==> src/rtl/seq_det_pkg.sv <==
// Shared helpers for the parametrised sequence detector.
// Both functions are evaluated only at elaboration to build the transition table.
// Bit i of the pattern string (i = 0 is the first bit received) is pattern[len-1-i].
package seq_det_pkg;

    localparam int SEQ_MAX_LEN = 16;

    // Length of the longest proper prefix of the first k pattern bits
    // that is also a suffix of those same k bits.
    function automatic int seq_fail(input logic [SEQ_MAX_LEN-1:0] pattern,
                                    input int len, input int k);
        int  res;
        logic found;
        logic ok;
        res   = 0;
        found = 1'b0;
        for (int l = k - 1; l > 0; l--) begin
            ok = 1'b1;
            for (int j = 0; j < l; j++) begin
                if (pattern[len-1-j] != pattern[len-1-(k-l+j)]) ok = 1'b0;
            end
            if (ok && !found) begin
                res   = l;
                found = 1'b1;
            end
        end
        return res;
    endfunction

    // Next matched-prefix length from state k on input bit b. The result can
    // be len, which signals a full match. A mismatch takes the longest prefix
    // of the pattern that is a suffix of (first k pattern bits) followed by b.
    function automatic int seq_next(input logic [SEQ_MAX_LEN-1:0] pattern,
                                    input int len, input int k, input int b);
        int   res;
        logic found;
        logic ok;
        res   = 0;
        found = 1'b0;
        if (int'(pattern[len-1-k]) == b) begin
            res   = k + 1;
            found = 1'b1;
        end
        for (int c = k; c > 0; c--) begin
            ok = (int'(pattern[len-c]) == b);
            for (int j = 0; j < c - 1; j++) begin
                if (pattern[len-1-j] != pattern[len-1-(k-c+1+j)]) ok = 1'b0;
            end
            if (ok && !found) begin
                res   = c;
                found = 1'b1;
            end
        end
        return res;
    endfunction

endpackage

==> src/rtl/seq_match_counter.sv <==
// Saturating match counter; a clear request beats a simultaneous increment.
module seq_match_counter
    import seq_det_pkg::*;
#(
    parameter int CNT_W = 8
) (
    input  logic             clk,
    input  logic             reset,
    input  logic             i_inc,
    input  logic             i_clr,
    output logic [CNT_W-1:0] o_cnt
);

    logic [CNT_W-1:0] r_cnt;

    // Count matches, hold at all-ones, clear on reset or explicit clear
    always_ff @(posedge clk) begin
        if (reset || i_clr) begin
            r_cnt <= '0;
        end else if (i_inc && (r_cnt != {CNT_W{1'b1}})) begin
            r_cnt <= r_cnt + 1'b1;
        end
    end

    assign o_cnt = r_cnt;

endmodule

==> src/rtl/seq_detector_param.sv <==
// Parametrised serial sequence detector with a KMP-style transition table.
// State is the matched-prefix length; the table is fully constant.
module seq_detector_param
    import seq_det_pkg::*;
#(
    parameter int             LEN     = 4,
    parameter logic [LEN-1:0] PATTERN = 4'b1001,
    parameter int             CNT_W   = 8
) (
    input  logic                    clk,
    input  logic                    reset,
    input  logic                    din_valid,
    input  logic                    din,
    input  logic                    overlap_en,
    input  logic                    clr_cnt,
    output logic                    dout,
    output logic [CNT_W-1:0]        match_cnt,
    output logic [$clog2(LEN)-1:0]  prefix_len
);

    localparam int SW  = $clog2(LEN);       // state width, states 0..LEN-1
    localparam int CW  = $clog2(LEN + 1);   // candidate width, 0..LEN
    localparam int NST = 2 ** SW;           // table rows, unreachable rows are 0

    localparam logic [SEQ_MAX_LEN-1:0] PAT16    = SEQ_MAX_LEN'(PATTERN);
    localparam logic [SW-1:0]          FAIL_LEN = SW'(seq_fail(PAT16, LEN, LEN));

    logic [NST-1:0][1:0][CW-1:0] w_next_tbl;
    logic [CW-1:0]               w_cand;
    logic                        w_match;
    logic [SW-1:0]               r_state;
    logic                        r_dout;

    // Elaboration-time transition table NEXT[k][bit]
    for (genvar gk = 0; gk < NST; gk++) begin : g_k
        for (genvar gb = 0; gb < 2; gb++) begin : g_b
            localparam int NX = (gk < LEN) ? seq_next(PAT16, LEN, gk, gb) : 0;
            assign w_next_tbl[gk][gb] = CW'(NX);
        end
    end

    assign w_cand  = w_next_tbl[r_state][din];
    assign w_match = din_valid && (w_cand == CW'(LEN));

    // Advance the matched prefix on valid beats and register the match pulse
    always_ff @(posedge clk) begin
        if (reset) begin
            r_state <= '0;
            r_dout  <= 1'b0;
        end else if (din_valid) begin
            if (w_match) begin
                r_state <= overlap_en ? FAIL_LEN : '0;
                r_dout  <= 1'b1;
            end else begin
                r_state <= w_cand[SW-1:0];
                r_dout  <= 1'b0;
            end
        end else begin
            r_dout <= 1'b0;
        end
    end

    seq_match_counter #(
        .CNT_W (CNT_W)
    ) u_cnt (
        .clk   (clk),
        .reset (reset),
        .i_inc (w_match),
        .i_clr (clr_cnt),
        .o_cnt (match_cnt)
    );

    assign dout       = r_dout;
    assign prefix_len = r_state;

endmodule

==> config.mk <==
export PLATFORM = sky130hd
export DESIGN_NAME = seq_detector_param
export DESIGN_NICKNAME = d
export VERILOG_FILES = /design/src/rtl/seq_det_pkg.sv /design/src/rtl/seq_match_counter.sv /design/src/rtl/seq_detector_param.sv
export SDC_FILE = /design/constraint.sdc
export NUM_CORES = 1
export LEC_CHECK = 0
export CAP_MARGIN = 20
export CORE_UTILIZATION = 34
export DETAILED_ROUTE_END_ITERATION = 12
export PLACE_DENSITY_LB_ADDON = 0.15
export SYNTH_ARGS = -nofsm -noshare
export SYNTH_HDL_FRONTEND = slang
export SYNTH_HIERARCHICAL = 1
export SYNTH_SLANG_ARGS = --single-unit
==> constraint.sdc <==
create_clock -name clk -period 2.5 [get_ports clk]
set_input_delay 0.25 -clock clk [delete_from_list [all_inputs] [get_ports clk]]
set_output_delay 0.25 -clock clk [all_outputs]
set_load 0.05 [all_outputs]
# Word-level counts from Yosys, hierarchy flattened
# Index checks and enable logic that the tools add are counted.
[op_classes] add_sub_neg=1 order_cmp=2 n_eq_ne=2 mux=7 bitwise=1 n_reduce_logical=4
[ops] operator="binary-select mux 6 bit (select 2 bit)" n=1
[ops] operator="adder 8 x 1 -> 8 bit, second input constant" n=1
[ops] operator="!= test 8 bit, second input constant" n=1
[ops] operator="two-way mux 3 bit" n=2
[ops] operator="two-way mux 6 bit" n=1
[ops] operator="equality test 3 bit, second input constant" n=1
[ops] operator="less-than comparator 2 x 3 -> 1 bit, second input constant" n=1
[ops] operator="logical AND 1 bit" n=2
[ops] operator="less-than comparator 1 x 2 -> 1 bit, second input constant" n=1
[ops] operator="two-way mux 1 bit" n=2
[ops] operator="two-way mux 2 bit" n=1
[ops] operator="OR reduction 2 bit" n=1
[ops] operator="logical OR 1 bit" n=1
[ops] operator="inverter 1 bit" n=1
[totals] reg_bits=11 input_bits=6 out_inout_bits=11 wordCells=20

# Logic depth before layout (Yosys ltp)
# Gate-level depths: netlist of the first run.
[depth] word_depth=7 ltp_mapped=6 ltp_nobuf=6

# Hierarchy
# The synthesis of the first run kept the hierarchy.
[by_module_without_submodules] mod="seq_match_counter" instances=1 cells_each=48 area_per_inst_um2=421.7 seq_area_each_um2=160.2
[by_module_without_submodules] mod="seq_detector_param" instances=1 cells_each=17 area_per_inst_um2=158.9 seq_area_each_um2=60.1

# Worst setup path after synthesis of the first run
# No wires, ideal clock.
[synth_timing] kind="reg2reg" from="register r_state[1], in the netlist prefix_len[1]" to="register u_cnt.r_cnt[6], in the netlist u_cnt/o_cnt[6]" setup_time_ns=0.115 arrival_ns=1.900 required_ns=2.385 setup_slack_ns=0.485 stages_incl_launch_ff=7 period_less_slack_ns=2.015 cell_sequence="dfxtp_1 ha_1 nand2_1 nor2_1 nand3_1 or4_1 and3_1"
[synth_between] elab_chain_cells=7
[synth_rtl] element="start, declared" line="seq_detector_param.sv:31" text="logic [SW-1:0] r_state;"
[synth_rtl] element="start signal, assigned" line="seq_detector_param.sv:52" text="r_state <= overlap_en ? FAIL_LEN : '0;"
[synth_rtl] element="start signal, assigned" line="seq_detector_param.sv:55" text="r_state <= w_cand[SW-1:0];"
[synth_rtl] element="binary-select mux 6 bit (select 2 bit)" line="seq_detector_param.sv:42" text="assign w_cand = w_next_tbl[r_state][din];"
[synth_rtl] element="two-way mux 6 bit (implied by the code)" line="seq_detector_param.sv:42"
[synth_rtl] element="two-way mux 3 bit (implied by the code) (2 in series)" line="seq_detector_param.sv:42"
[synth_rtl] element="equality test 3 bit" line="seq_detector_param.sv:43" text="assign w_match = din_valid && (w_cand == CW'(LEN));"
[synth_rtl] element="logical AND 1 bit" line="seq_detector_param.sv:43"
[synth_rtl] element="named net w_match" line="seq_detector_param.sv:30" text="logic w_match;"
[synth_rtl] element="logical AND 1 bit" line="seq_match_counter.sv:20" text="end else if (i_inc && (r_cnt != {CNT_W{1'b1}})) begin"
[synth_rtl] element="end signal, assigned" line="seq_match_counter.sv:21" text="r_cnt <= r_cnt + 1'b1;"
[synth_rtl] element="end, declared" line="seq_match_counter.sv:14" text="logic [CNT_W-1:0] r_cnt;"
# The timed path passes the listed nets, and every way through them passes these cells. The select of a mux whose other input is x is not followed.
# A chain may end at the register's enable or synchronous reset.

# Final worst setup path of the first run
[layout_timing] from="register u_cnt.r_cnt[7], in the netlist u_cnt/o_cnt[7]" to="output port match_cnt[7]"
[layout_rtl] element="end, declared" line="seq_detector_param.sv:17" text="output logic [CNT_W-1:0] match_cnt,"
# No word-level cell between the ends.

==> results.md, run 1 <==
* Outcome: complete, but fails checks
* Failing checks: DRC
* First-pass GRT wire length at around 2.0 mm
* Post-synth net total at between 70 and 80
* Worst r2r src: prefix_len[1]
* Largest net degree at the start of global routing at 9
* Core area at ~1600 um^2
* Hold wc startpoint: u_cnt/o_cnt[1]
* Hold EP: u_cnt/o_cnt[1]
* Vias in the first global route at around 440
* Final worst path period need at 1812 ps
* Cells after Synth at 65
* ANT nets after route at 0
* Crit path cell chain: clkdlybuf4s50_1
* Post-placement cell area at about 760 um^2
* Layout overhead on the synthesized area at 34.70%
* CP max-delay cell: clkdlybuf4s50_1
* Worst IR drop on VDD at roughly 270 uV
* CP required at approximately 2300 ps
* EDFF count, synth at 0
* Leak pwr at 0.0002745 uW
* Asr flop ratio synth at 0%
* Overall Power at approximately 330 uW
* CP delay by family, top: buffers and inverters
* Final core occ at between 50% and 60%
* Fin Setup TNS at 0 ps
* PD cells at roughly 420 nW/um^2
* CTS tree: yes
* Vias per cell at approximately 5.3
* Hold WC Path Type: flop to flop
* Synth warn at 6
* Initial Util at a little under two fifths
* Avg WL per Cell at between 10 and 15 um
* FF-to-FF path depth at 6
* Final Hold Viols at 0
* All-Layer GR Usage at 14.73%
* Clock transition at the registers of the reported paths at around 70 ps
* Die X at around 43 um
* WHS at ~500 ps
* Worst setup path category: flop to output pin
* Via Count at 529
* Chip Height at 43.32 um
* Max-cap viol count at 0
* Worst slew margin at about 67%
* Reg-to-reg endpoint: u_cnt/o_cnt[6]
* Slew Limit Fails at 0
* RSZ-0062 raised after global routing: false
* RD Place Congestion at between 0.7 and 0.8
* Fin nets at 93
* Bufs and invs on worst path at 1
* First-pass iteration count of the detailed router at 8
* Global route overflow at 0
* Io pins at 17
* Worst Hold Depth at 2
* Cell area after layout at just under 800 um^2
* Tcrit/Tclk final at 72.46%
* Layout cells sized above 1 at a little under a tenth
* WP data arrival at between 1500 and 2000 ps
* Residual DRC at 2
* CTS root buf: clkbuf_4
* Clock Latency Late Sink at roughly 270 ps
* Clock sink total at 11
* Ant. Diodes at 0
* Site row count at 14
* Clock skew at roughly 1.4 ps
* Total CTS buffers at 3
* Register area share after synthesis at 37.93%
* Full die area at 1877 um^2
* Worst-path maximum fanout at 8
* #FFs+latches synth at 11
* Synthesized area at ~580 um^2
* Detail Placement HPWL at ~900 um
* Postcts setup bufs at 0
* Top FF cell, synth: dfxtp_1
* Fill cells at 144
* Reg2reg setup slack at between 700 and 800 ps
* Clock buffer depth at 2
* Mapped Avg Cell Area at roughly 8.9 um^2
* Hold_buf cts at 0
* Distinct cells, synth at 29
* Max Freq at roughly 0.55 GHz
* Initial antenna violation count at 0
* CP Capture Type: output pin
* H-tree levels at 1
* # port buffers at 16
* # setup viols final at 0
* Worst setup SP type: flop
* Detailed Route Iter0 Violations at 8
* Final WL at between 1 and 1.5 mm
* CP max stage delay at around 850 ps
* Worst-Margin Slew at 500.2 ps
* Post_cts resized at 0
## final cells by class
class / count / area [um^2] / area share, %
Sequential cell: 11 / 220.2 / 28.16
Inverter: 1 / 3.754 / 0.4800
Tap cell: 16 / 20.02 / 2.560
Multi-Input combinational cell: 52 / 351.6 / 44.96
Timing Repair Buffer: 16 / 160.2 / 20.48
Clock buffer: 4 / 26.28 / 3.360
## logic make-up after synthesis
group	share of synthesized area, %
AOI/OAI and AO/OA	14.87
adders and majority gates	4.310
DFF	37.93
and+or+nand+nor	34.48
buffers and inverters	1.507
muxes	6.897
## per-stage QoR
| stage | setup slack, ps | cells |
|---|---|---|
| final | 688.4 | 100 |
| after global routing | 596.6 | 100 |
| after CTS | 683.4 | 100 |
| after detailed placement | 523.7 | 96 |
| after global placement | 568.0 | 96 |
| after floorplan | 484.7 | 65 |
## report_power, final
group          switching (uW)  internal, uW  total (uW)
Sequential               1.98           177         179
Combinational            14.5          14.6        29.2
Clock                    58.9          61.9         121
## worst min-delay path, delay by kind of cell, from the launching register on
family	cells	cell delay, ps
DFF	1	340
and+or+nand+nor	1	60
muxes	1	50
## registers in the layout, summed over array words and instances (netlist names)
register     cells
dout             1
prefix_len       2
u_cnt/o_cnt      8
## cell usage in the layout (no fill, tap or decap), drive strengths merged
| cell type | n |
|---|---|
| ha | 2 |
| o21bai | 1 |
| a21boi | 2 |
| and4 | 2 |
| nor3 | 1 |
| and2 | 1 |
| or4 | 1 |
| nand4 | 2 |
| mux2i | 4 |
| and3 | 2 |
| nand2 | 8 |
| nand3 | 4 |
| clkbuf | 4 |
| nand3b | 1 |
| and3b | 2 |
| clkdlybuf4s50 | 16 |
| nor4 | 1 |
| o21ai | 1 |
| dfxtp | 11 |
| nor2 | 2 |
| o2111ai | 1 |
| a41oi | 1 |
| inv | 1 |
| or2b | 2 |
| or3 | 3 |
| a21oi | 6 |
| nand2b | 2 |
## worst max-delay path by stage
stage / start / endpoint / slack (ps) / cells after the start
global placement: din_valid / u_cnt/o_cnt[6] / 570 / 6
detailed placement: din_valid / u_cnt/o_cnt[6] / 520 / 6
finish: u_cnt/o_cnt[7] / match_cnt[7] / 690 / 1
global route: prefix_len[1] / u_cnt/o_cnt[6] / 600 / 6
floorplan: prefix_len[1] / u_cnt/o_cnt[6] / 480 / 6
CTS: u_cnt/o_cnt[7] / match_cnt[7] / 680 / 1
## cell usage after synthesis, types with 2 or more instances
cell / n / share of area, %
nand3_1: 4 / 3.4
mux2i_1: 4 / 6.9
a21oi_1: 6 / 5.2
or3_1: 2 / 2.2
and3b_1: 2 / 3.0
nor2_1: 2 / 1.3
nand2_1: 8 / 5.2
and3_1: 2 / 2.2
nand2b_1: 2 / 2.2
nand4_1: 2 / 2.2
dfxtp_1: 11 / 38
ha_1: 2 / 4.3
or2b_1: 2 / 2.6
## layer usage
metal / track usage, % / wire (um) / vias to the layer above
li1: - / - / 280
met5: 0 / 0 / -
met4: 5.625 / 13 / 0
met1: 18.09 / 577 / 235
met2: 22.42 / 538 / 12
met3: 6.809 / 72 / 2
Power figures use the tool's default switching activity.
==> run 2, diff against run 1 <==
==> constraint.sdc (replaced) <==
create_clock -name clk -period 1.7 [get_ports clk]
set_input_delay 0.17 -clock clk [delete_from_list [all_inputs] [get_ports clk]]
set_output_delay 0.17 -clock clk [all_outputs]
set_load 0.05 [all_outputs]
==> results.md, run 2 (synthesized netlist as in run 1, its figures left out) <==
* Chip Height at 43.32 um (unchanged)
* CP max stage delay at 820 ps (-30 ps)
* Avg WL per Cell at 11.49 um (-4.4%)
* Worst IR drop on VDD at 440.0 uV (+61%)
* All-Layer GR Usage at 16.65% (+1.9 points)
* Ant. Diodes at 0 (unchanged)
* CP max-delay cell: clkdlybuf4s50_1
* Sw power at 115.5 uW (+53%)
* Via Count at 560 (+5.9%)
* Detail Placement HPWL at 949.5 um (+5.0%)
* First-pass iteration count of the detailed router at 3 (-5)
* Worst setup SP type: flop
* Clock skew at 1.137 ps (-0.2439 ps)
* Worst-path maximum fanout at 4 (-4)
* ANT nets after route at 0 (unchanged)
* Full die area at 1877 um^2 (unchanged)
* Worst setup path category: flop to output pin
* CTS tree: yes
* Max FFs per register at 8 (unchanged)
* Detailed Route Iter0 Violations at 3 (-5)
* Bufs and invs on worst path at 1 (unchanged)
* Max Freq at a little over 0.6 GHz
* Sw Share at 23.49% (+0.53 points)
* Initial antenna violation count at 0 (unchanged)
* Layout cells sized above 1 at 26.67% (+17 points)
* Clock buffer depth at 2 (unchanged)
* Max-cap viol count at 0 (unchanged)
* Io pins at 17 (unchanged)
* Logic pwr share at 10.2% (+1.3 points)
* H-tree levels at 1 (unchanged)
* Overall Power at 491.8 uW (+50%)
* Outcome: completed
* First-pass GRT wire length at 2.242 mm (+13%)
* Crit path cell chain: clkdlybuf4s50_1
* Vias in the first global route at 521 (+17%)
* Commonest non-fill, non-tap cells in the layout: 11 x clkdlybuf4s50_1, 11 x buf_4, 8 x nand2_1, 7 x dfxtp_1, 6 x a21oi_1
* Fin nets at 99 (+6.5%)
* Flop pwr share at 53.1% (-1.2 points)
* Vias per cell at 5.283 (-0.13%)
* Initial Util at 37.24% (unchanged)
* Layout overhead on the synthesized area at 42.46%
* WP data arrival at 1460 ps (-100 ps)
* WHS at 485.2 ps (-18.36 ps)
* CP delay by family, top: buffers and inverters
* CP required at 1530 ps (-720 ps)
* Tcrit/Tclk final at between 90% and 100%
* Residual DRC at 0 (-2)
* RD Place Congestion at 0.8105 (+8.4%)
* Post_cts resized at 0 (unchanged)
* Site row count at 14 (unchanged)
* Slew Limit Fails at 0 (unchanged)
* # port buffers at 16 (unchanged)
* Global route overflow at 0 (unchanged)
* Core area at 1559 um^2 (unchanged)
* CTS root buf: clkbuf_4
* Hold_buf cts at 0 (unchanged)
* Internal power at 376.3 uW (+49%)
* Pre-CTS worst setup slack at -35.33 ps (-559.0 ps)
* CP Capture Type: output pin
* Die X at 43.32 um (unchanged)
* Worst-Margin Slew at 492.1 ps (-8.156 ps)
* Final Hold Viols at 0 (unchanged)
* Total CTS buffers at 3 (unchanged)
* RSZ-0062 raised after global routing: false
* PD cells at 594.6 nW/um^2 (+42%)
* Hold WC Path Type: flop to flop
* Postcts setup bufs at 0 (unchanged)
* Final worst path period need at about 1600 ps
* Fin Setup TNS at 0 ps (unchanged)
* Post-route setup slack at 67.18 ps (-621.2 ps)
* Clock transition at the registers of the reported paths at 70 ps (about the same)
* Clock Latency Late Sink at 270 ps (about the same)
* # setup viols final at 0 (unchanged)
* Final WL at 1.218 mm (+1.3%)
* Largest net degree at the start of global routing at 9 (unchanged)
* Clock sink total at 11 (unchanged)
* Leak pwr at 0.0003178 uW (+16%)
* Clock Power Share at 36.8% (about the same)
* Worst slew margin at 67.09% (+0.55 points)
## run 2: cell count changes in the layout (fill, tap and decap cells not counted), sizes merged
cell,change
buf,+11
clkdlybuf4s50,-5
## run 2: path summary, 6_finish.rpt
kind | startpoint | end | slack (ps) | depth (start not counted)
worst max register to register | prefix_len[0] | u_cnt/o_cnt[6] | 120 | 6
worst max-delay path | u_cnt/o_cnt[6] | match_cnt[6] | 70 | 1
worst min-delay path | u_cnt/o_cnt[1] | u_cnt/o_cnt[1] | 490 | 2
worst min register to register | u_cnt/o_cnt[1] | u_cnt/o_cnt[1] | 490 | 2
## run 2: worst min-delay path, delay by kind of cell, from the launching register on
family           cells  cell delay [ps]
AND/OR/NAND/NOR      1               50
flip-flops           1              340
multiplexers         1               60
## run 2: per-layer routing
metal  up-vias  wire length [um]  GRT usage [%]
li1        293                 -              -
met1       250               597          20.16
met2        12               518          25.15
met3         5                69          6.383
met4         0                33          9.375
met5         -                 0              0
## run 2: power by group through the flow
stage / sequential (uW) / combinational, uW / clock [uW]
4_1_cts: 261 / 50.2 / 193
3_5_place_dp: 267 / 50.0 / 0
6_report: 261 / 49.9 / 181
3_3_place_gp: 267 / 50.0 / 0
5_1_grt: 262 / 54.2 / 201
2_1_floorplan: 274 / 13.1 / 0
## run 2: through the flow
step / utilization, % / instances / area, um^2
after floorplan: - / 65 / 593.1
after global placement: 51.36 / 102 / 800.8
after detailed placement: 51.36 / 102 / 800.8
after CTS: 53.05 / 106 / 827.0
after global routing: 53.05 / 106 / 827.0
final: 53.05 / 106 / 827.0
## run 2: layout make-up
cell class	instances	area [um^2]
well taps	16	20.02
repair buffers	22	192.7
inverters	1	3.754
fillers	153	732.0
clock buffers	4	26.28
multi-input cells	52	354.1
flip-flops and latches	11	230.2
==> edit, RTL diff (config.mk and constraints of run 1) <==
`CNT_W` is set to 8 in 2 places; all go to 7.
--- a/src/rtl/seq_match_counter.sv
+++ b/src/rtl/seq_match_counter.sv
@@ -2,7 +2,7 @@
 module seq_match_counter
     import seq_det_pkg::*;
 #(
-    parameter int CNT_W = 8
+    parameter int CNT_W = 7
 ) (
     input  logic             clk,
     input  logic             reset,
--- a/src/rtl/seq_detector_param.sv
+++ b/src/rtl/seq_detector_param.sv
@@ -5,7 +5,7 @@
 #(
     parameter int             LEN     = 4,
     parameter logic [LEN-1:0] PATTERN = 4'b1001,
-    parameter int             CNT_W   = 8
+    parameter int             CNT_W   = 7
 ) (
     input  logic                    clk,
     input  logic                    reset,
Ports: changed (resized match_cnt); port bits go from 17 to 16. No check against the original RTL was run, so the function may have changed too.
==> edit against run 1 <==
  * Total power down 9.9%
  * Sequential share of layout area up 0.77 points
  * Highest routed layer is now met3
  * Routed wire length down 14%
  * Setup slack better by 0.038 ns
  * Largest power group unchanged
  * Area after synthesis down 14%
  * Final area down 12%
  * Sequential cell count down 1
  * First-iteration DRC count rose to 3.4 times the old value
  * Register-to-register slack better by 0.08 ns
  * Critical path type unchanged
==> edit: results (changes against run 1) <==
stage;metric;value;unit;change
layout;ant diodes;0;;unchanged
setup_path;CP delay by family, top;buffers and inverters;;
yosys;Commonest cells post-synth;dfxtp_1 (10), nand2_1 (6), nand3_1 (4);;
yosys;synth unique cells;24;;-17%
grt;first-pass GRT wire length;1700;microns;-15%
yosys;register area share after synthesis;0.400;;+0.0207
layout;max reg flops;7;;-1
setup_path;Reg-to-Reg End;u_cnt/o_cnt[5]$_SDFFE_PP0P_;;
route;Pre-antenna DRT Iters;4;;-4
timing;slew margin rel.;0.669;;+0.00392
setup_path;Critical Path Start;u_cnt/o_cnt[2]$_SDFFE_PP0P_;;
setup_path;Setup crit end;match_cnt[2];;
place;DP Area;669;sq um;-11%
route;DR WL/cell;12.0;microns;+0.22%
setup_path;crit path max fanout;7;;-1
yosys;Syn Nets;61;;-16%
route;routed vias/inst;5.45;;+3.1%
run_status;outcome;completed;;
place;global placer's final weighted congestion;0.811;;+8.4%
power_and_ir_drop;VDD IR-drop max;0.000333;V;+22%
route;Iter 0 DRT Violations;27;;+19
setup_path;worst reg-to-reg setup slack;0.82;ns;+0.08 ns
power_and_ir_drop;Static Leak;0.227;nW;-17%
place;pre-CTS setup slack;0.640;ns;+0.116 ns
place;input/output buffers;15;;-1
grt;Tot GR Track Use;0.157;;+0.0100
clock_tree;# hold bufs at CTS;0;;unchanged
grt;vias in the first global route;394;;-11%
grt;largest net degree at the start of global routing;8;;-1
layout;layout cell share with drive strength beyond 1;0.127;;+0.0315
timing;clock skew;0.000825;ns;-0.000555 ns
yosys;Synth area leaders;dfxtp_1 (40%), ha_1 (5.0%), and3_4 (4.5%);;
setup_path;Critical Path AT;1.52;ns;-0.04 ns
layout;nets@finish;81;;-13%
layout;Fillers;131;;-9.0%
edit: cell type report:
| type | count | share of cell area |
|---|---|---|
| Clock buffer | 3 | 0.0325 |
| Multi-Input combinational cell | 43 | 0.434 |
| Sequential cell | 10 | 0.289 |
| Tap cell | 15 | 0.0271 |
| Timing Repair Buffer | 15 | 0.217 |
edit: routing by layer:
metal | global-route usage | part of all wire | vias to the layer above
met3 | 0.0833 | 0.051 | 0
li1 | - | - | 242
met5 | 0 | 0 | -
met2 | 0.230 | 0.44 | 13
met4 | 0.0250 | 0 | 0
met1 | 0.206 | 0.51 | 214
edit: logic make-up after synthesis:
family                     count (synthesis)  share of synthesized area
AOI/OAI and AO/OA                         13                      0.208
and+or+nand+nor                           26                      0.302
adders and majority gates                  2                     0.0500
DFF                                       10                      0.400
muxes                                      2                     0.0400
edit: how the worst min path moves through the flow:
| stage | startpoint | end | slack [ns] | cells past startpoint |
|---|---|---|---|---|
| floorplan | reset | prefix_len[1]$_SDFFE_PP0P_ | 0.32 | 1 |
| global placement | u_cnt/o_cnt[6]$_SDFFE_PP0P_ | u_cnt/o_cnt[6]$_SDFFE_PP0P_ | 0.50 | 2 |
| detailed placement | u_cnt/o_cnt[3]$_SDFFE_PP0P_ | u_cnt/o_cnt[3]$_SDFFE_PP0P_ | 0.50 | 1 |
| CTS | u_cnt/o_cnt[1]$_SDFFE_PP0P_ | u_cnt/o_cnt[1]$_SDFFE_PP0P_ | 0.52 | 2 |
| global route | u_cnt/o_cnt[1]$_SDFFE_PP0P_ | u_cnt/o_cnt[1]$_SDFFE_PP0P_ | 0.55 | 2 |
| finish | u_cnt/o_cnt[1]$_SDFFE_PP0P_ | u_cnt/o_cnt[1]$_SDFFE_PP0P_ | 0.51 | 2 |
edit: worst register-to-register path, delay by kind of cell, from the launching register on:
kind                       cells  cell delay (ns)
AOI/OAI and AO/OA              2             0.36
adders and majority gates      1             0.21
DFF                            1             0.42
and+or+nand+nor                3             0.57
edit: stage by stage:
stage / util / power, mW / cells / hold WS (ns)
final: 0.519 / 0.296 / 86 / 0.514
after global placement: 0.502 / 0.195 / 83 / 0.501
after global routing: 0.519 / 0.312 / 86 / 0.552
after detailed placement: 0.502 / 0.195 / 83 / 0.503
after floorplan: - / 0.180 / 53 / 0.319
after CTS: 0.519 / 0.302 / 86 / 0.517
edit: power breakdown:
| part | internal, mW | switching [mW] | total, mW | leakage, nW |
|---|---|---|---|---|
| Sequential | 0.161 | 0.00191 | 0.163 | 0.0807 |
| Clock | 0.0553 | 0.0495 | 0.105 | 0.0138 |
| Combinational | 0.0149 | 0.0136 | 0.0285 | 0.133 |
| Total | 0.231 | 0.0651 | 0.296 | 0.227 |
